$ cat config.mk
export PLATFORM = sky130hd
export DESIGN_NAME = obc_bitplane_serializer
export DESIGN_NICKNAME = d
export VERILOG_FILES = /design/src/rtl/obc_pkg.sv /design/src/rtl/obc_plane_extract.sv /design/src/rtl/obc_bitplane_serializer.sv
export SDC_FILE = /design/constraint.sdc
export NUM_CORES = 1
export LEC_CHECK = 0
export ABC_AREA = 1
export BUFFER_PORTS_ARGS = -buffer_cell sky130_fd_sc_hd__buf_4
export CORE_ASPECT_RATIO = 0.6
export CORE_UTILIZATION = 61
export CTS_CLUSTER_SIZE = 30
export DETAILED_ROUTE_END_ITERATION = 10
export PLACE_DENSITY = 0.86
export SYNTH_ARGS = -nofsm -noshare
export SYNTH_HDL_FRONTEND = slang
export SYNTH_HIERARCHICAL = 1
export SYNTH_SLANG_ARGS = --single-unit
$ cat constraint.sdc
create_clock -name clk -period 4.5 [get_ports clk]
set_input_delay 0.225 -clock clk [delete_from_list [all_inputs] [get_ports clk]]
set_output_delay 0.225 -clock clk [all_outputs]
set_load 0.05 [all_outputs]
$ cat src/rtl/obc_pkg.sv
// Shared types and constants for the OBC bit-plane interface.
package obc_pkg;

    localparam int N_PTS      = 16;
    localparam int DATA_W_DEF = 8;

    typedef logic [N_PTS-1:0]      plane_t;
    typedef logic [DATA_W_DEF-1:0] sample_t;

    typedef enum logic [0:0] {
        IDLE  = 1'b0,
        SHIFT = 1'b1
    } ser_state_t;

endpackage

$ cat src/rtl/obc_plane_extract.sv
// 16-way bit transpose: gathers bit i_idx of every sample in the frame into one plane.
module obc_plane_extract
    import obc_pkg::*;
#(
    parameter int DATA_W = DATA_W_DEF,
    localparam int IDX_W = $clog2(DATA_W)
) (
    input  logic [N_PTS*DATA_W-1:0] i_frame,
    input  logic [IDX_W-1:0]        i_idx,
    output plane_t                  o_plane
);

    logic [DATA_W-1:0] w_sample;

    // Pick the selected bit from each sample slice.
    always_comb begin
        o_plane  = '0;
        w_sample = '0;
        for (int k = 0; k < N_PTS; k++) begin
            w_sample   = i_frame[k*DATA_W +: DATA_W];
            o_plane[k] = w_sample[i_idx];
        end
    end

endmodule

$ cat src/rtl/obc_bitplane_serializer.sv
// OBC bit-plane serializer: latches a 16-sample frame and emits one bit-plane per handshake.
// Build option OBC_SER_MSB_FIRST_EN switches emission order to MSB-first.
module obc_bitplane_serializer
    import obc_pkg::*;
#(
    parameter int DATA_W = DATA_W_DEF,
    localparam int IDX_W = $clog2(DATA_W)
) (
    input  logic                    clk,
    input  logic                    rst_n,
    input  logic                    in_valid,
    output logic                    in_ready,
    input  logic [N_PTS*DATA_W-1:0] in_data,
    output logic                    pl_valid,
    input  logic                    pl_ready,
    output logic [N_PTS-1:0]        pl_bits,
    output logic                    pl_m,
    output logic [IDX_W-1:0]        pl_idx,
    output logic                    pl_first,
    output logic                    pl_last
);

    localparam logic [IDX_W-1:0] LAST_CNT = IDX_W'(DATA_W - 1);

    ser_state_t              r_state;
    logic [N_PTS*DATA_W-1:0] r_frame;
    logic [IDX_W-1:0]        r_cnt;
    logic                    r_valid;
    plane_t                  r_bits;
    logic                    r_m;
    logic [IDX_W-1:0]        r_idx;
    logic                    r_first;
    logic                    r_last;

    ser_state_t              w_state_nxt;
    logic [N_PTS*DATA_W-1:0] w_frame_nxt;
    logic [IDX_W-1:0]        w_cnt_nxt;
    logic [IDX_W-1:0]        w_idx_nxt;
    logic                    w_valid_nxt;
    plane_t                  w_plane_nxt;
    logic                    w_accept;
    logic                    w_pl_hs;

    // Ready in IDLE, or on the last plane's handshake so the next frame follows without a bubble.
    assign in_ready = (r_state == IDLE) | (r_last & pl_ready);
    assign w_accept = in_valid & in_ready;
    assign w_pl_hs  = r_valid & pl_ready;

    // Next-state, next-frame and next-counter selection.
    always_comb begin
        w_state_nxt = r_state;
        w_frame_nxt = r_frame;
        w_cnt_nxt   = r_cnt;
        w_valid_nxt = r_valid;
        case (r_state)
            IDLE: begin
                if (w_accept) begin
                    w_state_nxt = SHIFT;
                    w_frame_nxt = in_data;
                    w_cnt_nxt   = '0;
                    w_valid_nxt = 1'b1;
                end else begin
                    w_valid_nxt = 1'b0;
                end
            end
            SHIFT: begin
                if (w_accept) begin
                    w_frame_nxt = in_data;
                    w_cnt_nxt   = '0;
                    w_valid_nxt = 1'b1;
                end else if (w_pl_hs && r_last) begin
                    w_state_nxt = IDLE;
                    w_cnt_nxt   = '0;
                    w_valid_nxt = 1'b0;
                end else if (w_pl_hs) begin
                    w_cnt_nxt   = r_cnt + IDX_W'(1);
                end else begin
                    w_cnt_nxt   = r_cnt;
                end
            end
            default: begin
                w_state_nxt = IDLE;
                w_cnt_nxt   = '0;
                w_valid_nxt = 1'b0;
            end
        endcase
    end

    // Emission order maps the counter onto a bit position.
    always_comb begin
`ifdef OBC_SER_MSB_FIRST_EN
        w_idx_nxt = LAST_CNT - w_cnt_nxt;
`else
        w_idx_nxt = w_cnt_nxt;
`endif
    end

    obc_plane_extract #(
        .DATA_W (DATA_W)
    ) u_extract (
        .i_frame (w_frame_nxt),
        .i_idx   (w_idx_nxt),
        .o_plane (w_plane_nxt)
    );

    // State, frame, counter and registered plane outputs.
    always_ff @(posedge clk) begin
        if (!rst_n) begin
            r_state <= IDLE;
            r_frame <= '0;
            r_cnt   <= '0;
            r_valid <= 1'b0;
            r_bits  <= '0;
            r_m     <= 1'b0;
            r_idx   <= '0;
            r_first <= 1'b0;
            r_last  <= 1'b0;
        end else begin
            r_state <= w_state_nxt;
            r_frame <= w_frame_nxt;
            r_cnt   <= w_cnt_nxt;
            r_valid <= w_valid_nxt;
            if (w_valid_nxt) begin
                r_bits  <= w_plane_nxt;
                r_m     <= (w_idx_nxt == LAST_CNT);
                r_idx   <= w_idx_nxt;
                r_first <= (w_cnt_nxt == '0);
                r_last  <= (w_cnt_nxt == LAST_CNT);
            end else begin
                r_bits  <= '0;
                r_m     <= 1'b0;
                r_idx   <= '0;
                r_first <= 1'b0;
                r_last  <= 1'b0;
            end
        end
    end

    assign pl_valid = r_valid;
    assign pl_bits  = r_bits;
    assign pl_m     = r_m;
    assign pl_idx   = r_idx;
    assign pl_first = r_first;
    assign pl_last  = r_last;

endmodule

* Word level (Yosys, flattened, before mapping)
Cells that the tools add are included.
** Word-level totals
- Output and inout port bits :: 24
- Flip-flop bits (word level) :: 154
** Operators by class
- Reduce and logical (&&, ||, !) cells :: 3
- Bitwise gates (word level) :: 5
- Equality and inequality tests :: 1
- Multiplexer cells :: 45
- Magnitude comparators :: 1
- Add/sub/neg operators :: 1
** Operators with widths (number)
- $mux 128 :: 1
- $bmux 1 s3 :: 16
- $mux 1 :: 21
- $mux 3 :: 4
- $pmux 3 s2 :: 1
- $lt 3x4->1 const B :: 1
- $pmux 1 s2 :: 2
- $add 3x1->3 const B :: 1
- $and 1x1->1 :: 3
- $eq 3x3->1 const B :: 1
- $logic_not 3->1 :: 1
- $reduce_and 2->1 :: 1
- $logic_and 1x1->1 :: 1
- $not 1->1 :: 1
- $or 1x1->1 :: 1

* Longest topological paths before layout
Gate-level depths: netlist of run 1.
- Word-level depth :: 7
- Mapped depth :: 16
- Gate-level depth less buffers :: 14

* By module
The synthesis of run 1 kept the hierarchy.
** By module, submodules not included
- obc_bitplane_serializer :: area an instance 6952.9 um2, seq. area each 3083.0 um2, instances 1, cells each 927
- obc_plane_extract :: area an instance 1761.7 um2, seq. area each 0.0 um2, instances 1, cells each 426

* Worst setup path after synthesis of run 1
OpenSTA, ideal clock, no wires.
- Kind :: register to register
- Start point :: reg r_last (netlist: pl_last)
- End point :: reg r_bits[11] (netlist: pl_bits[11])
- Buffers on the path :: 3
- Slack :: 2243 ps
- Data arrival time :: 2196 ps
- Required time :: 4438 ps
- Cell stages (with the launch flop) :: 16
- Cell sequence :: dfxtp_1 nand2_2 nand2_4 nand2_8 buf_6 nand3_1 inv_1 buf_6 inv_1 buf_6 nand3_1 nand2_1 nand2_1 nand2_1 inv_1 nor2_2
** Between the ends
- Word-level cells in the longest chain between the ends :: 7
- Elaborated cells between the ends (all ways) :: 16
- Those cells by class :: 11 x mux; 3 x bitwise; 2 x reduce/logical
** Ends and longest elaborated chain
- from (decl) :: RTL line obc_bitplane_serializer.sv:33 : logic r_last;
- from (signal assigned) :: RTL line obc_bitplane_serializer.sv:128 : r_last <= (w_cnt_nxt == LAST_CNT);
- $and 1x1->1 * :: RTL line obc_bitplane_serializer.sv:45 : assign in_ready = (r_state == IDLE) | (r_last & pl_ready);
- $or 1x1->1 * :: RTL line obc_bitplane_serializer.sv:45
- via in_ready :: RTL line obc_bitplane_serializer.sv:12 : output logic in_ready,
- $and 1x1->1 * :: RTL line obc_bitplane_serializer.sv:46 : assign w_accept = in_valid & in_ready;
- $mux 3 (on tied branches) :: RTL line obc_bitplane_serializer.sv:67, obc_bitplane_serializer.sv:57
- $pmux 3 s2 * :: RTL line obc_bitplane_serializer.sv:55 : case (r_state)
- via w_cnt_nxt[1] :: RTL line obc_bitplane_serializer.sv:37 : logic [IDX_W-1:0] w_cnt_nxt;
- $bmux 1 s3 * :: RTL line obc_plane_extract.sv:21 : o_plane[k] = w_sample[i_idx];
- $mux 1 (implied by the code) * :: RTL line obc_plane_extract.sv:21
- via w_plane_nxt[11] :: RTL line obc_bitplane_serializer.sv:40 : plane_t w_plane_nxt;
- to (signal assigned) :: RTL line obc_bitplane_serializer.sv:124 : r_bits <= w_plane_nxt;
- to (decl) :: RTL line obc_bitplane_serializer.sv:29 : plane_t r_bits;
Mark *: on every way through the listed nets, which the timed path passes. The rest lies on a longest branch. The select of a mux whose other input is x is not followed.
A chain may end at the register's enable or synchronous reset.

* Worst setup path after layout of run 1
- Start point :: reg r_state
- End point :: reg r_bits[7] (netlist: pl_bits[7])
** Between the ends
- Elaborated cells between the ends (all ways) :: 13
- Those cells by class :: 9 x mux; 3 x bitwise; 1 x reduce/logical
** RTL lines
- from (decl) :: RTL line obc_bitplane_serializer.sv:25 : ser_state_t r_state;
- from (signal assigned) :: RTL line obc_bitplane_serializer.sv:119 : r_state <= w_state_nxt;
- $not 1->1
- $or 1x1->1 :: RTL line obc_bitplane_serializer.sv:45
- $and 1x1->1 :: RTL line obc_bitplane_serializer.sv:46
- $mux 128 :: RTL line obc_bitplane_serializer.sv:57, obc_bitplane_serializer.sv:67
- via w_frame_nxt[56] :: RTL line obc_bitplane_serializer.sv:36 : logic [N_PTS*DATA_W-1:0] w_frame_nxt;
- $bmux 1 s3 :: RTL line obc_plane_extract.sv:21
- $mux 1 (implied by the code) :: RTL line obc_plane_extract.sv:21
- via w_plane_nxt[7] :: RTL line obc_bitplane_serializer.sv:40
The timed path passes the listed nets, and every way through them passes these cells. The select of a mux whose other input is x is not followed.

==> run_summary.xml, run 1 <==
<?xml version="1.0" encoding="UTF-8"?>
<metrics>
  <group name="route">
    <metric name="drt_iter0_markers" unit="">594</metric>
    <metric name="post_drt_wl_per_cell" unit="um">11.5</metric>
    <metric name="detail_route.wirelength" unit="um">19200</metric>
    <metric name="vias" unit="">7611</metric>
    <metric name="dr_pass1_iterations" unit="">5</metric>
    <metric name="detail_route.vias_per_cell" unit="">4.55</metric>
    <metric name="drcViolationCount" unit="">0</metric>
    <metric name="drtAntennaViolNets" unit="">0</metric>
  </group>
  <group name="yosys">
    <metric name="synth_largest_type_area_fraction" unit="">0.354</metric>
    <metric name="post_synth_inst_count" unit="">1353</metric>
    <metric name="mapped_avg_cell_area" unit="um^2">6.44</metric>
    <metric name="synth-seq-cells" unit="">154</metric>
    <metric name="synthesis.yosys.warnings" unit="">6</metric>
    <metric name="post_synth_main_area_contributors" unit="">sky130_fd_sc_hd__dfxtp_1 (35%), sky130_fd_sc_hd__inv_1 (17%), sky130_fd_sc_hd__nand2_1 (13%)</metric>
    <metric name="synth_sequential_area_ratio" unit="">0.354</metric>
    <metric name="synthesis.nets" unit="">1486</metric>
    <metric name="synth.lib_cells_used.distinct" unit="">25</metric>
    <metric name="synth.largest_area_cell" unit="">sky130_fd_sc_hd__dfxtp_1</metric>
    <metric name="netlist_area" unit="um^2">8710</metric>
  </group>
  <group name="critical_path">
    <metric name="setup.worst_path.end" unit="">pl_bits[7]</metric>
    <metric name="crit_required" unit="ns">4.79</metric>
    <metric name="crit_path_class" unit="">reg2reg</metric>
    <metric name="r2r_slack" unit="ns">1.36</metric>
    <metric name="worst-path-max-fanout" unit="">111</metric>
    <metric name="crit_path_arrival_time" unit="ns">3.43</metric>
    <metric name="r2r_end" unit="">pl_bits[7]</metric>
    <metric name="setup.worst_path.end_class" unit="">register</metric>
    <metric name="reg2regPathDepth" unit="">14</metric>
    <metric name="timing.rr.start" unit="">r_state</metric>
    <metric name="critPathLaunch" unit="">r_state</metric>
    <metric name="cp-start-kind" unit="">register</metric>
  </group>
  <group name="timing">
    <metric name="layout_setup_ws" unit="ns">1.36</metric>
    <metric name="hold_viol" unit="">0</metric>
    <metric name="setup_repair_after_global_routing_missed_its_margin" unit="">false</metric>
    <metric name="setup_tns" unit="ns">0</metric>
    <metric name="achievable-frequency" unit="GHz">0.318</metric>
    <metric name="max_slew_margin" unit="">0.153</metric>
    <metric name="timing.final.crit_share" unit="">0.698</metric>
    <metric name="worst_slew_pin_slew" unit="ns">1.27</metric>
    <metric name="finalSetupViolCount" unit="">0</metric>
    <metric name="count_of_pins_over_their_slew_limit" unit="">0</metric>
    <metric name="post_route_clock_skew" unit="ns">0.0104</metric>
    <metric name="min_period" unit="ns">3.14</metric>
  </group>
  <group name="worst_hold_path">
    <metric name="min_path_type" unit="">in2reg</metric>
    <metric name="min_path_cells" unit="">3</metric>
  </group>
  <group name="placement">
    <metric name="dpl_worst_slack" unit="ns">1.46</metric>
    <metric name="dpl.cell_count" unit="">1639</metric>
    <metric name="place.detailed.hpwl" unit="um">12100</metric>
    <metric name="port_buffers" unit="">155</metric>
    <metric name="final_wtd_congestion" unit="">0.791</metric>
  </group>
  <group name="clock_tree">
    <metric name="cts_setup_buffers" unit="">0</metric>
    <metric name="cts_htree_levels" unit="">4</metric>
    <metric name="post_cts_resize_count" unit="">0</metric>
    <metric name="number_of_clock_buffers_inserted_by_tritoncts" unit="">17</metric>
    <metric name="cts_tree" unit="">built</metric>
    <metric name="clk_latency" unit="ns">0.41</metric>
    <metric name="clock_pin_slew_of_the_registers_on_the_worst_case_setup_and_hold_paths" unit="ns">0.07</metric>
    <metric name="postCtsHoldBufs" unit="">0</metric>
    <metric name="ctsLongestPathBuffers" unit="">2</metric>
    <metric name="cts.sinks" unit="">154</metric>
    <metric name="master_cell_of_the_clock_root_buffer" unit="">sky130_fd_sc_hd__clkbuf_16</metric>
  </group>
  <group name="final_layout">
    <metric name="util_after_layout" unit="">0.745</metric>
    <metric name="nets_final" unit="">1599</metric>
    <metric name="fin_cells" unit="">1671</metric>
    <metric name="final_layout_size_suffix_gt1_frac" unit="">0.260</metric>
    <metric name="syn_to_final_growth" unit="%">17.9</metric>
    <metric name="antenna_cells_inserted" unit="">0</metric>
    <metric name="fill_cells" unit="">1124</metric>
  </group>
  <group name="power_and_ir_drop">
    <metric name="cellInternalPower" unit="W">0.00272</metric>
    <metric name="power.density" unit="nW/um^2">372</metric>
    <metric name="p_leak" unit="nW">6.02</metric>
    <metric name="comb_power_share" unit="">0.206</metric>
    <metric name="vdd.ir_drop.worst" unit="mV">0.234</metric>
    <metric name="net-switching-power" unit="W">0.00111</metric>
    <metric name="power.switching_fraction" unit="">0.290</metric>
    <metric name="pwr-share-seq" unit="">0.390</metric>
    <metric name="clkPwrFrac" unit="">0.403</metric>
  </group>
  <group name="global_route">
    <metric name="overall_track_demand_over_capacity_in_global_routing" unit="">0.270</metric>
    <metric name="first_pass_grt_wire_length" unit="um">31500</metric>
    <metric name="grt_start_max_net_pins" unit="">112</metric>
    <metric name="vias_in_the_first_global_route" unit="">6902</metric>
    <metric name="number_of_antenna_violations_at_the_first_check_in_global_routing" unit="">0</metric>
    <metric name="grt_overflow_total" unit="">0</metric>
  </group>
  <group name="die">
    <metric name="initial_core_util" unit="">0.632</metric>
    <metric name="die_h" unit="um">94.6</metric>
    <metric name="fp.dieW" unit="um">156</metric>
    <metric name="floorplan.die_area" unit="um^2">14800</metric>
    <metric name="std_cell_rows" unit="">33</metric>
    <metric name="boundaryPins" unit="">156</metric>
    <metric name="floorplan.core_area" unit="um^2">13800</metric>
  </group>
  <group name="job">
    <metric name="maxCapViolCount" unit="">0</metric>
  </group>
  <group name="status">
    <metric name="run_status" unit="">completed</metric>
  </group>
</metrics>
## through the flow
step                total power (W)  area (um^2)  hold slack, ns
global route                0.00402        10300          0.0477
floorplan                   0.00212         8710           0.369
CTS                         0.00383        10300          0.0393
finish                      0.00382        10300          0.0450
detailed placement          0.00230         9640           0.475
global placement            0.00227         9640           0.467
## cell usage after synthesis
| cell type | n |
|---|---|
| sky130_fd_sc_hd__a21boi_0 | 1 |
| sky130_fd_sc_hd__a21oi_1 | 1 |
| sky130_fd_sc_hd__a21oi_4 | 1 |
| sky130_fd_sc_hd__buf_1 | 1 |
| sky130_fd_sc_hd__buf_2 | 17 |
| sky130_fd_sc_hd__buf_4 | 5 |
| sky130_fd_sc_hd__buf_6 | 30 |
| sky130_fd_sc_hd__buf_8 | 1 |
| sky130_fd_sc_hd__clkbuf_1 | 12 |
| sky130_fd_sc_hd__clkbuf_2 | 1 |
| sky130_fd_sc_hd__dfxtp_1 | 154 |
| sky130_fd_sc_hd__ha_1 | 1 |
| sky130_fd_sc_hd__inv_1 | 401 |
| sky130_fd_sc_hd__inv_2 | 15 |
| sky130_fd_sc_hd__nand2_1 | 294 |
| sky130_fd_sc_hd__nand2_2 | 57 |
| sky130_fd_sc_hd__nand2_4 | 1 |
| sky130_fd_sc_hd__nand2_8 | 1 |
| sky130_fd_sc_hd__nand3_1 | 69 |
| sky130_fd_sc_hd__nand4_1 | 1 |
| sky130_fd_sc_hd__nor2_1 | 140 |
| sky130_fd_sc_hd__nor2_2 | 20 |
| sky130_fd_sc_hd__o21ai_0 | 8 |
| sky130_fd_sc_hd__o21ai_1 | 25 |
| sky130_fd_sc_hd__o21ai_2 | 96 |
## kinds of logic (layout without fill, tap and decap cells)
logic type | after synthesis | after routing | synth area share
and+or+nand+nor | 583 | 583 | 0.286
AOI/OAI and AO/OA | 132 | 132 | 0.119
DFF | 154 | 154 | 0.354
adders and majority gates | 1 | 1 | 0.00144
buffers and inverters | 483 | 609 | 0.240
## flip-flops by register name, summed over array words and instances (netlist names)
register	count
pl_idx	3
r_frame	128
pl_valid	1
pl_bits	16
r_state	1
pl_first	1
r_cnt	3
pl_last	1
## power groups by stage
stage	Combinational, W	Clock [W]	Sequential, W
3_5_place_dp	0.000774	0	0.00152
4_1_cts	0.000787	0.00155	0.00149
2_1_floorplan	0.000572	0	0.00155
5_1_grt	0.000896	0.00162	0.00150
6_report	0.000789	0.00154	0.00149
3_3_place_gp	0.000753	0	0.00152
## layer usage
layer  vias to the layer above  global-route usage  wire, um
met2                       257               0.446      8610
met5                         -                   0         0
met1                      3271               0.357      9050
met3                        37              0.0523      1240
li1                       4046                   -         -
met4                         0              0.0907       342
## worst max-delay path: stages (launching register included)
cell,delay (ns)
sky130_fd_sc_hd__dfxtp_1,0.45
sky130_fd_sc_hd__nand2_4,0.11
sky130_fd_sc_hd__nand2_8,0.51
sky130_fd_sc_hd__buf_4,0.90
sky130_fd_sc_hd__nand2_1,0.17
sky130_fd_sc_hd__o21ai_2,0.14
sky130_fd_sc_hd__inv_1,0.06
sky130_fd_sc_hd__inv_1,0.06
sky130_fd_sc_hd__nand2_1,0.05
sky130_fd_sc_hd__nand3_1,0.13
sky130_fd_sc_hd__nand2_1,0.08
sky130_fd_sc_hd__nand2_1,0.06
sky130_fd_sc_hd__nand2_1,0.06
sky130_fd_sc_hd__inv_1,0.06
sky130_fd_sc_hd__nor2_2,0.03
## how the worst min path moves through the flow
stage,endpoint,slack [ns],startpoint
6_report,r_frame[50],0.05,in_data[50]
3_3_place_gp,r_frame[59],0.47,in_data[59]
3_5_place_dp,r_frame[50],0.48,in_data[50]
5_1_grt,r_frame[49],0.05,in_data[49]
2_1_floorplan,r_frame[117],0.37,in_data[117]
4_1_cts,r_frame[50],0.04,in_data[50]
## cells in the final DEF (no fill, tap or decap), drive strengths merged
cell type  synthesis  routed
inv              416     418
nand2            353     353
buf               54     161
nor2             160     160
dfxtp            154     154
o21ai            129     129
nand3             69      69
clkbuf            13      18
clkinv             0       7
bufinv             0       4
a21oi              2       2
nand4              1       1
a21boi             1       1
ha                 1       1
clkinvlp           0       1
## final cells by class
class,count,area [um^2],area share
Sequential cell,154,3080,0.300
Clock buffer,18,439,0.0428
Timing Repair Buffer,161,1210,0.118
Tap cell,192,240,0.0234
Multi-Input combinational cell,716,3540,0.345
Inverter,416,1560,0.152
Clock inverter,14,195,0.0190
(Power assumes the default switching activity.)
==> inputs of run 2 (changes only) <==
CORE_UTILIZATION = 51   (was 61)
PLACE_DENSITY = 0.77   (was 0.86)
clock period = 2.8 ns   (was 4.5 ns; I/O delays follow)
==> run_summary.xml, run 2 (synthesized netlist as in run 1, its figures left out) <==
<?xml version="1.0" encoding="UTF-8"?>
<metrics>
  <group name="die">
    <metric name="die_h" unit="um">103</metric>
    <metric name="floorplan.die_area" unit="um^2">17600</metric>
    <metric name="std_cell_rows" unit="">36</metric>
    <metric name="fp.dieW" unit="um">171</metric>
    <metric name="boundaryPins" unit="">156</metric>
    <metric name="floorplan.core_area" unit="um^2">16500</metric>
    <metric name="initial_core_util" unit="">0.529</metric>
  </group>
  <group name="final_layout">
    <metric name="nets_final" unit="">1710</metric>
    <metric name="largest-register" unit="">r_frame</metric>
    <metric name="design_area" unit="um^2">11400</metric>
    <metric name="largest_register_ff_count" unit="">128</metric>
    <metric name="layout_commonest_cell" unit="">sky130_fd_sc_hd__inv_1</metric>
    <metric name="syn_to_final_growth" unit="%">31.2</metric>
    <metric name="sequential_cell_area" unit="um^2">3080</metric>
    <metric name="final_layout_size_suffix_gt1_frac" unit="">0.243</metric>
    <metric name="most-common-layout-cells" unit="">sky130_fd_sc_hd__inv_1 (400), sky130_fd_sc_hd__nand2_1 (294), sky130_fd_sc_hd__buf_4 (159), sky130_fd_sc_hd__dfxtp_1 (154), sky130_fd_sc_hd__nor2_1 (140)</metric>
    <metric name="util_after_layout" unit="">0.693</metric>
    <metric name="fill_cells" unit="">1351</metric>
    <metric name="area_taken_by_multi_input_logic_gates" unit="um^2">3540</metric>
  </group>
  <group name="worst_hold_path">
    <metric name="min_delay_src" unit="">in_data[35]</metric>
    <metric name="min_path_type" unit="">in2reg</metric>
    <metric name="min_path_cells" unit="">3</metric>
    <metric name="hold_path_end" unit="">r_frame[35]</metric>
  </group>
  <group name="power_and_ir_drop">
    <metric name="power.density" unit="nW/um^2">535</metric>
    <metric name="vdd.ir_drop.worst" unit="mV">0.334</metric>
    <metric name="p_leak" unit="nW">6.49</metric>
  </group>
  <group name="route">
    <metric name="dr_pass1_iterations" unit="">6</metric>
    <metric name="post_drt_wl_per_cell" unit="um">11.8</metric>
    <metric name="drcViolationCount" unit="">0</metric>
    <metric name="drtAntennaViolNets" unit="">0</metric>
    <metric name="vias" unit="">8000</metric>
    <metric name="drt_iter0_markers" unit="">591</metric>
    <metric name="detail_route.wirelength" unit="um">21400</metric>
    <metric name="detail_route.vias_per_cell" unit="">4.40</metric>
  </group>
  <group name="critical_path">
    <metric name="cp-start-kind" unit="">register</metric>
    <metric name="r2r_end" unit="">pl_bits[3]</metric>
    <metric name="r2r_slack" unit="ns">0.33</metric>
    <metric name="setup.worst_path.end_class" unit="">register</metric>
    <metric name="crit_path_class" unit="">reg2reg</metric>
    <metric name="crit_required" unit="ns">3.08</metric>
    <metric name="timing.rr.start" unit="">r_state</metric>
    <metric name="worst-path-max-fanout" unit="">64</metric>
    <metric name="crit_path_arrival_time" unit="ns">2.76</metric>
    <metric name="reg2regPathDepth" unit="">12</metric>
  </group>
  <group name="timing">
    <metric name="worst_slew_pin_slew" unit="ns">0.825</metric>
    <metric name="post_route_worst_hold_slack" unit="ns">0.000459</metric>
    <metric name="max_slew_margin" unit="">0.450</metric>
    <metric name="setup_tns" unit="ns">0</metric>
    <metric name="setup_repair_after_global_routing_missed_its_margin" unit="">false</metric>
    <metric name="timing.final.crit_share" unit="">0.884</metric>
    <metric name="hold_viol" unit="">0</metric>
    <metric name="post_route_clock_skew" unit="ns">0.0159</metric>
    <metric name="achievable-frequency" unit="GHz">0.404</metric>
    <metric name="min_period" unit="ns">2.47</metric>
    <metric name="finalSetupViolCount" unit="">0</metric>
    <metric name="count_of_pins_over_their_slew_limit" unit="">0</metric>
    <metric name="layout_setup_ws" unit="ns">0.326</metric>
  </group>
  <group name="status">
    <metric name="run_status" unit="">completed</metric>
  </group>
  <group name="global_route">
    <metric name="groute.layer.met1.usage" unit="">0.328</metric>
    <metric name="overall_track_demand_over_capacity_in_global_routing" unit="">0.251</metric>
    <metric name="groute.layer.met2.usage" unit="">0.430</metric>
    <metric name="grt_overflow_total" unit="">0</metric>
    <metric name="grt-busiest-layer" unit="">met2</metric>
    <metric name="number_of_antenna_violations_at_the_first_check_in_global_routing" unit="">1</metric>
    <metric name="grtUsageMet3" unit="">0.0457</metric>
    <metric name="first_pass_grt_wire_length" unit="um">34800</metric>
    <metric name="vias_in_the_first_global_route" unit="">7406</metric>
    <metric name="grt_start_max_net_pins" unit="">115</metric>
  </group>
  <group name="clock_tree">
    <metric name="ctsLongestPathBuffers" unit="">2</metric>
    <metric name="master_cell_of_the_clock_root_buffer" unit="">sky130_fd_sc_hd__clkbuf_16</metric>
    <metric name="number_of_clock_buffers_inserted_by_tritoncts" unit="">17</metric>
    <metric name="clk_latency" unit="ns">0.42</metric>
    <metric name="clock_pin_slew_of_the_registers_on_the_worst_case_setup_and_hold_paths" unit="ns">0.07</metric>
    <metric name="cts_htree_levels" unit="">4</metric>
    <metric name="cts_tree" unit="">built</metric>
    <metric name="cts.sinks" unit="">154</metric>
  </group>
  <group name="placement">
    <metric name="place.detailed.hpwl" unit="um">12200</metric>
    <metric name="dpl_worst_slack" unit="ns">0.282</metric>
    <metric name="port_buffers" unit="">155</metric>
    <metric name="post_dp_cell_area" unit="um^2">9750</metric>
    <metric name="final_wtd_congestion" unit="">0.798</metric>
  </group>
  <group name="job">
    <metric name="maxCapViolCount" unit="">0</metric>
  </group>
</metrics>
[run 2: cell count changes in the layout (fill, tap and decap cells not counted), sizes merged]
cell,previous run,this run
buf,161,163
bufinv,4,1
clkinv,7,3
diode,0,1
dlygate4sd3,0,109
inv,418,425
[run 2: per-stage QoR]
step / total power [W] / std cells
after detailed placement: 0.00370 / 1677
after global routing: 0.00646 / 1819
after global placement: 0.00367 / 1677
after CTS: 0.00614 / 1818
after floorplan: 0.00341 / 1353
final: 0.00611 / 1819
[run 2: routing by layer]
metal / wire, um / up-vias
met5: 0 / -
met4: 314 / 0
met3: 1060 / 30
met2: 9970 / 211
met1: 10000 / 3490
li1: - / 4269
[run 2: cell type report]
cell class              instances  area share
repair buffers                272       0.207
clock buffers                  18      0.0384
well taps                     228      0.0250
flip-flops and latches        154       0.270
inverters                     416       0.137
diodes                          1    0.000219
multi-input cells             716       0.310
clock inverters                14      0.0130
[run 2: power breakdown]
part / leakage (nW) / total [W] / internal, W / switching [W]
combinational: 4.93 / 0.00140 / 0.000592 / 0.000810
clock: 0.290 / 0.00231 / 0.00129 / 0.00102
sequential: 1.27 / 0.00240 / 0.00235 / 0.0000460
[run 2: worst max-delay path: stages, from the launching register on]
cell                      delay (ns)
sky130_fd_sc_hd__dfxtp_1        0.46
sky130_fd_sc_hd__nand3_1        0.20
sky130_fd_sc_hd__o21ai_0        0.27
sky130_fd_sc_hd__nand2_1        0.16
sky130_fd_sc_hd__inv_2          0.11
sky130_fd_sc_hd__buf_4          0.56
sky130_fd_sc_hd__nand2_1        0.14
sky130_fd_sc_hd__nand3_1        0.11
sky130_fd_sc_hd__nand2_1        0.06
sky130_fd_sc_hd__nand2_1        0.07
sky130_fd_sc_hd__nand2_1        0.06
sky130_fd_sc_hd__inv_1          0.05
sky130_fd_sc_hd__nor2_1         0.04
[run 2: timing repair]
action                                  in CTS  in global routing
endpoints found under the setup margin       0                  6
hold buffers                               109                  0
resized for setup                            0                  2
buffers inserted                             0                  0
endpoints found under the hold margin      109                  0
[run 2: how the worst max path moves through the flow]
stage	start	cells after the start	slack, ns	end
global placement	r_state	13	0.41	pl_bits[4]
floorplan	pl_last	15	0.54	pl_bits[11]
CTS	r_state	13	0.23	pl_bits[15]
finish	r_state	12	0.33	pl_bits[3]
global route	r_state	12	0.12	pl_bits[2]
detailed placement	r_state	13	0.28	pl_bits[8]
==> inputs of run 3 (changes only) <==
CORE_UTILIZATION = 50   (was 51)
REMOVE_ABC_BUFFERS = 1   (was not set)
SYNTH_HIERARCHICAL = not set   (was 1)
==> run_summary.xml, run 3 <==
<?xml version="1.0" encoding="UTF-8"?>
<metrics>
  <group name="yosys">
    <metric name="yosys.cell_count.top_type" unit="">sky130_fd_sc_hd__nand2_1</metric>
    <metric name="netlist_area" unit="um^2">7560</metric>
    <metric name="mapped_avg_cell_area" unit="um^2">6.26</metric>
    <metric name="top_cell_types_by_occurrence_after_synthesis" unit="">sky130_fd_sc_hd__nand2_1 (497), sky130_fd_sc_hd__inv_1 (167), sky130_fd_sc_hd__dfxtp_1 (154), sky130_fd_sc_hd__nor2_1 (136), sky130_fd_sc_hd__nand3b_1 (81)</metric>
    <metric name="synth.largest_area_cell" unit="">sky130_fd_sc_hd__dfxtp_1</metric>
    <metric name="synth_sequential_area_ratio" unit="">0.408</metric>
    <metric name="synth_async_reset_ratio" unit="">0</metric>
    <metric name="synth-edff-count" unit="">0</metric>
    <metric name="synth_top_flop_cell" unit="">sky130_fd_sc_hd__dfxtp_1</metric>
    <metric name="post_synth_inst_count" unit="">1207</metric>
    <metric name="synthesis.yosys.warnings" unit="">0</metric>
    <metric name="synth_largest_type_area_fraction" unit="">0.408</metric>
    <metric name="synth.lib_cells_used.distinct" unit="">23</metric>
    <metric name="synth-seq-cells" unit="">154</metric>
    <metric name="post_synth_main_area_contributors" unit="">sky130_fd_sc_hd__dfxtp_1 (41%), sky130_fd_sc_hd__nand2_1 (25%), sky130_fd_sc_hd__inv_1 (8.3%)</metric>
  </group>
  <group name="final_layout">
    <metric name="syn_to_final_growth" unit="%">23.6</metric>
    <metric name="nets_final" unit="">1453</metric>
    <metric name="final_layout_size_suffix_gt1_frac" unit="">0.161</metric>
    <metric name="largest-register" unit="">r_frame</metric>
    <metric name="antenna_cells_inserted" unit="">0</metric>
    <metric name="largest_register_ff_count" unit="">128</metric>
    <metric name="util_after_layout" unit="">0.638</metric>
    <metric name="layout_commonest_cell" unit="">sky130_fd_sc_hd__nand2_1</metric>
    <metric name="most-common-layout-cells" unit="">sky130_fd_sc_hd__nand2_1 (495), sky130_fd_sc_hd__inv_1 (167), sky130_fd_sc_hd__buf_4 (167), sky130_fd_sc_hd__dfxtp_1 (154), sky130_fd_sc_hd__nor2_1 (135)</metric>
  </group>
  <group name="worst_hold_path">
    <metric name="min_path_cells" unit="">3</metric>
    <metric name="hold_path_end" unit="">r_frame[39]</metric>
    <metric name="min_path_type" unit="">in2reg</metric>
    <metric name="min_delay_src" unit="">in_data[39]</metric>
  </group>
  <group name="clock_tree">
    <metric name="post_cts_resize_count" unit="">0</metric>
    <metric name="cts_htree_levels" unit="">4</metric>
    <metric name="number_of_clock_buffers_inserted_by_tritoncts" unit="">17</metric>
    <metric name="postCtsHoldBufs" unit="">0</metric>
    <metric name="clock_pin_slew_of_the_registers_on_the_worst_case_setup_and_hold_paths" unit="ns">0.07</metric>
    <metric name="cts.sinks" unit="">154</metric>
    <metric name="cts_tree" unit="">built</metric>
    <metric name="cts_setup_buffers" unit="">0</metric>
    <metric name="ctsLongestPathBuffers" unit="">2</metric>
    <metric name="clk_latency" unit="ns">0.42</metric>
    <metric name="master_cell_of_the_clock_root_buffer" unit="">sky130_fd_sc_hd__clkbuf_16</metric>
  </group>
  <group name="route">
    <metric name="detail_route.vias_per_cell" unit="">4.80</metric>
    <metric name="vias" unit="">7350</metric>
    <metric name="dr_pass1_iterations" unit="">5</metric>
    <metric name="drcViolationCount" unit="">0</metric>
    <metric name="post_drt_wl_per_cell" unit="um">12.9</metric>
    <metric name="detail_route.wirelength" unit="um">19700</metric>
    <metric name="drtAntennaViolNets" unit="">0</metric>
    <metric name="drt_iter0_markers" unit="">656</metric>
  </group>
  <group name="global_route">
    <metric name="vias_in_the_first_global_route" unit="">6670</metric>
    <metric name="number_of_antenna_violations_at_the_first_check_in_global_routing" unit="">0</metric>
    <metric name="first_pass_grt_wire_length" unit="um">32600</metric>
    <metric name="grt_overflow_total" unit="">0</metric>
    <metric name="overall_track_demand_over_capacity_in_global_routing" unit="">0.259</metric>
    <metric name="grt_start_max_net_pins" unit="">74</metric>
  </group>
  <group name="die">
    <metric name="floorplan.core_area" unit="um^2">14600</metric>
    <metric name="std_cell_rows" unit="">34</metric>
    <metric name="fp.dieW" unit="um">161</metric>
    <metric name="floorplan.die_area" unit="um^2">15600</metric>
    <metric name="die_h" unit="um">97.2</metric>
    <metric name="boundaryPins" unit="">156</metric>
    <metric name="initial_core_util" unit="">0.517</metric>
  </group>
  <group name="critical_path">
    <metric name="reg2regPathDepth" unit="">9</metric>
    <metric name="crit_path_class" unit="">reg2reg</metric>
    <metric name="crit_family" unit="">simple AND/OR/NAND/NOR gates</metric>
    <metric name="worst-path-max-fanout" unit="">67</metric>
    <metric name="crit_required" unit="ns">3.17</metric>
    <metric name="crit_path_arrival_time" unit="ns">2.83</metric>
    <metric name="worstPathBufferInverterCount" unit="">0</metric>
    <metric name="critPathSlowestCell" unit="">sky130_fd_sc_hd__nand3_4</metric>
    <metric name="cp-start-kind" unit="">register</metric>
    <metric name="worst_path_most_repeated_cell" unit="">sky130_fd_sc_hd__nand2_1</metric>
    <metric name="setup.worst_path.end_class" unit="">register</metric>
    <metric name="critPathMaxStageDelay" unit="ns">0.71</metric>
    <metric name="r2r_slack" unit="ns">0.34</metric>
    <metric name="timing.rr.start" unit="">pl_last</metric>
    <metric name="worstPathCellList" unit="">nand2_1 -&gt; nand2_4 -&gt; nand2_4 -&gt; nand3_4 -&gt; nand2_1 -&gt; nand3_1 -&gt; nand2_1 -&gt; nand2_1 -&gt; nand2_1</metric>
    <metric name="r2r_end" unit="">pl_bits[4]</metric>
  </group>
  <group name="timing">
    <metric name="setup_tns" unit="ns">0</metric>
    <metric name="hold_viol" unit="">0</metric>
    <metric name="post_route_worst_hold_slack" unit="ns">0.00958</metric>
    <metric name="count_of_pins_over_their_slew_limit" unit="">0</metric>
    <metric name="worst_slew_pin_slew" unit="ns">0.835</metric>
    <metric name="layout_setup_ws" unit="ns">0.341</metric>
    <metric name="achievable-frequency" unit="GHz">0.407</metric>
    <metric name="timing.final.crit_share" unit="">0.878</metric>
    <metric name="min_period" unit="ns">2.46</metric>
    <metric name="setup_repair_after_global_routing_missed_its_margin" unit="">false</metric>
    <metric name="max_slew_margin" unit="">0.443</metric>
    <metric name="post_route_clock_skew" unit="ns">0.00839</metric>
    <metric name="finalSetupViolCount" unit="">0</metric>
  </group>
  <group name="status">
    <metric name="run_status" unit="">completed</metric>
  </group>
  <group name="job">
    <metric name="maxCapViolCount" unit="">0</metric>
  </group>
  <group name="power_and_ir_drop">
    <metric name="total_power" unit="W">0.00553</metric>
    <metric name="vdd.ir_drop.worst" unit="mV">0.352</metric>
    <metric name="p_leak" unit="nW">5.03</metric>
    <metric name="power.density" unit="nW/um^2">592</metric>
  </group>
  <group name="placement">
    <metric name="port_buffers" unit="">155</metric>
    <metric name="dpl_worst_slack" unit="ns">0.431</metric>
    <metric name="place.detailed.hpwl" unit="um">12400</metric>
    <metric name="final_wtd_congestion" unit="">0.827</metric>
  </group>
</metrics>
## run 3: how the worst max path moves through the flow
stage	start	cells after the start	end	slack (ns)
finish	pl_last	9	pl_bits[4]	0.34
global route	pl_last	9	pl_bits[0]	0.11
CTS	pl_last	9	pl_bits[4]	0.37
detailed placement	pl_last	9	pl_bits[3]	0.43
global placement	pl_last	9	pl_bits[3]	0.50
floorplan	pl_last	9	pl_bits[0]	-5.31
## run 3: worst reg2reg max path, cell delays in order (launching register included)
cell and delay [ns]:
sky130_fd_sc_hd__dfxtp_1 0.34, sky130_fd_sc_hd__nand2_1 0.19, sky130_fd_sc_hd__nand2_4 0.09, sky130_fd_sc_hd__nand2_4 0.39, sky130_fd_sc_hd__nand3_4 0.72, sky130_fd_sc_hd__nand2_1 0.33
sky130_fd_sc_hd__nand3_1 0.11, sky130_fd_sc_hd__nand2_1 0.11, sky130_fd_sc_hd__nand2_1 0.06, sky130_fd_sc_hd__nand2_1 0.09
## run 3: layout make-up
type | instances | area (um^2)
Multi-Input combinational cell | 808 | 3540
Tap cell | 198 | 248
Inverter | 171 | 644
Fill cell | 1357 | 5290
Sequential cell | 154 | 3080
Timing Repair Buffer | 168 | 1270
Clock buffer | 18 | 439
Clock inverter | 14 | 115
## run 3: per-layer routing
metal,GRT usage,share of wire,up-vias
li1,-,-,3812
met1,0.381,0.49,3240
met2,0.386,0.41,275
met3,0.0516,0.084,23
met4,0.0624,0.012,0
met5,0,0,-
## run 3: where the power goes
| part | internal (W) | total, W | switching [W] | leakage (nW) |
|---|---|---|---|---|
| Sequential | 0.00235 | 0.00240 | 0.0000456 | 1.27 |
| Combinational | 0.000385 | 0.000974 | 0.000589 | 3.50 |
| Clock | 0.00118 | 0.00216 | 0.000984 | 0.258 |
| Total | 0.00391 | 0.00553 | 0.00162 | 5.03 |
## run 3: kinds of logic (layout without fill, tap and decap cells)
group | after synthesis | count (layout) | synth area share
DFF | 154 | 154 | 0.408
buffers and inverters | 245 | 371 | 0.130
and+or+nand+nor | 785 | 785 | 0.444
AOI/OAI and AO/OA | 22 | 22 | 0.0171
adders and majority gates | 1 | 1 | 0.00166
## run 3: metrics by stage
stage                     area, um^2  cells
after CTS                       9340   1531
after floorplan                 7220   1133
after global placement          8790   1499
after detailed placement        8790   1499
after global routing            9340   1531
final                           9340   1531
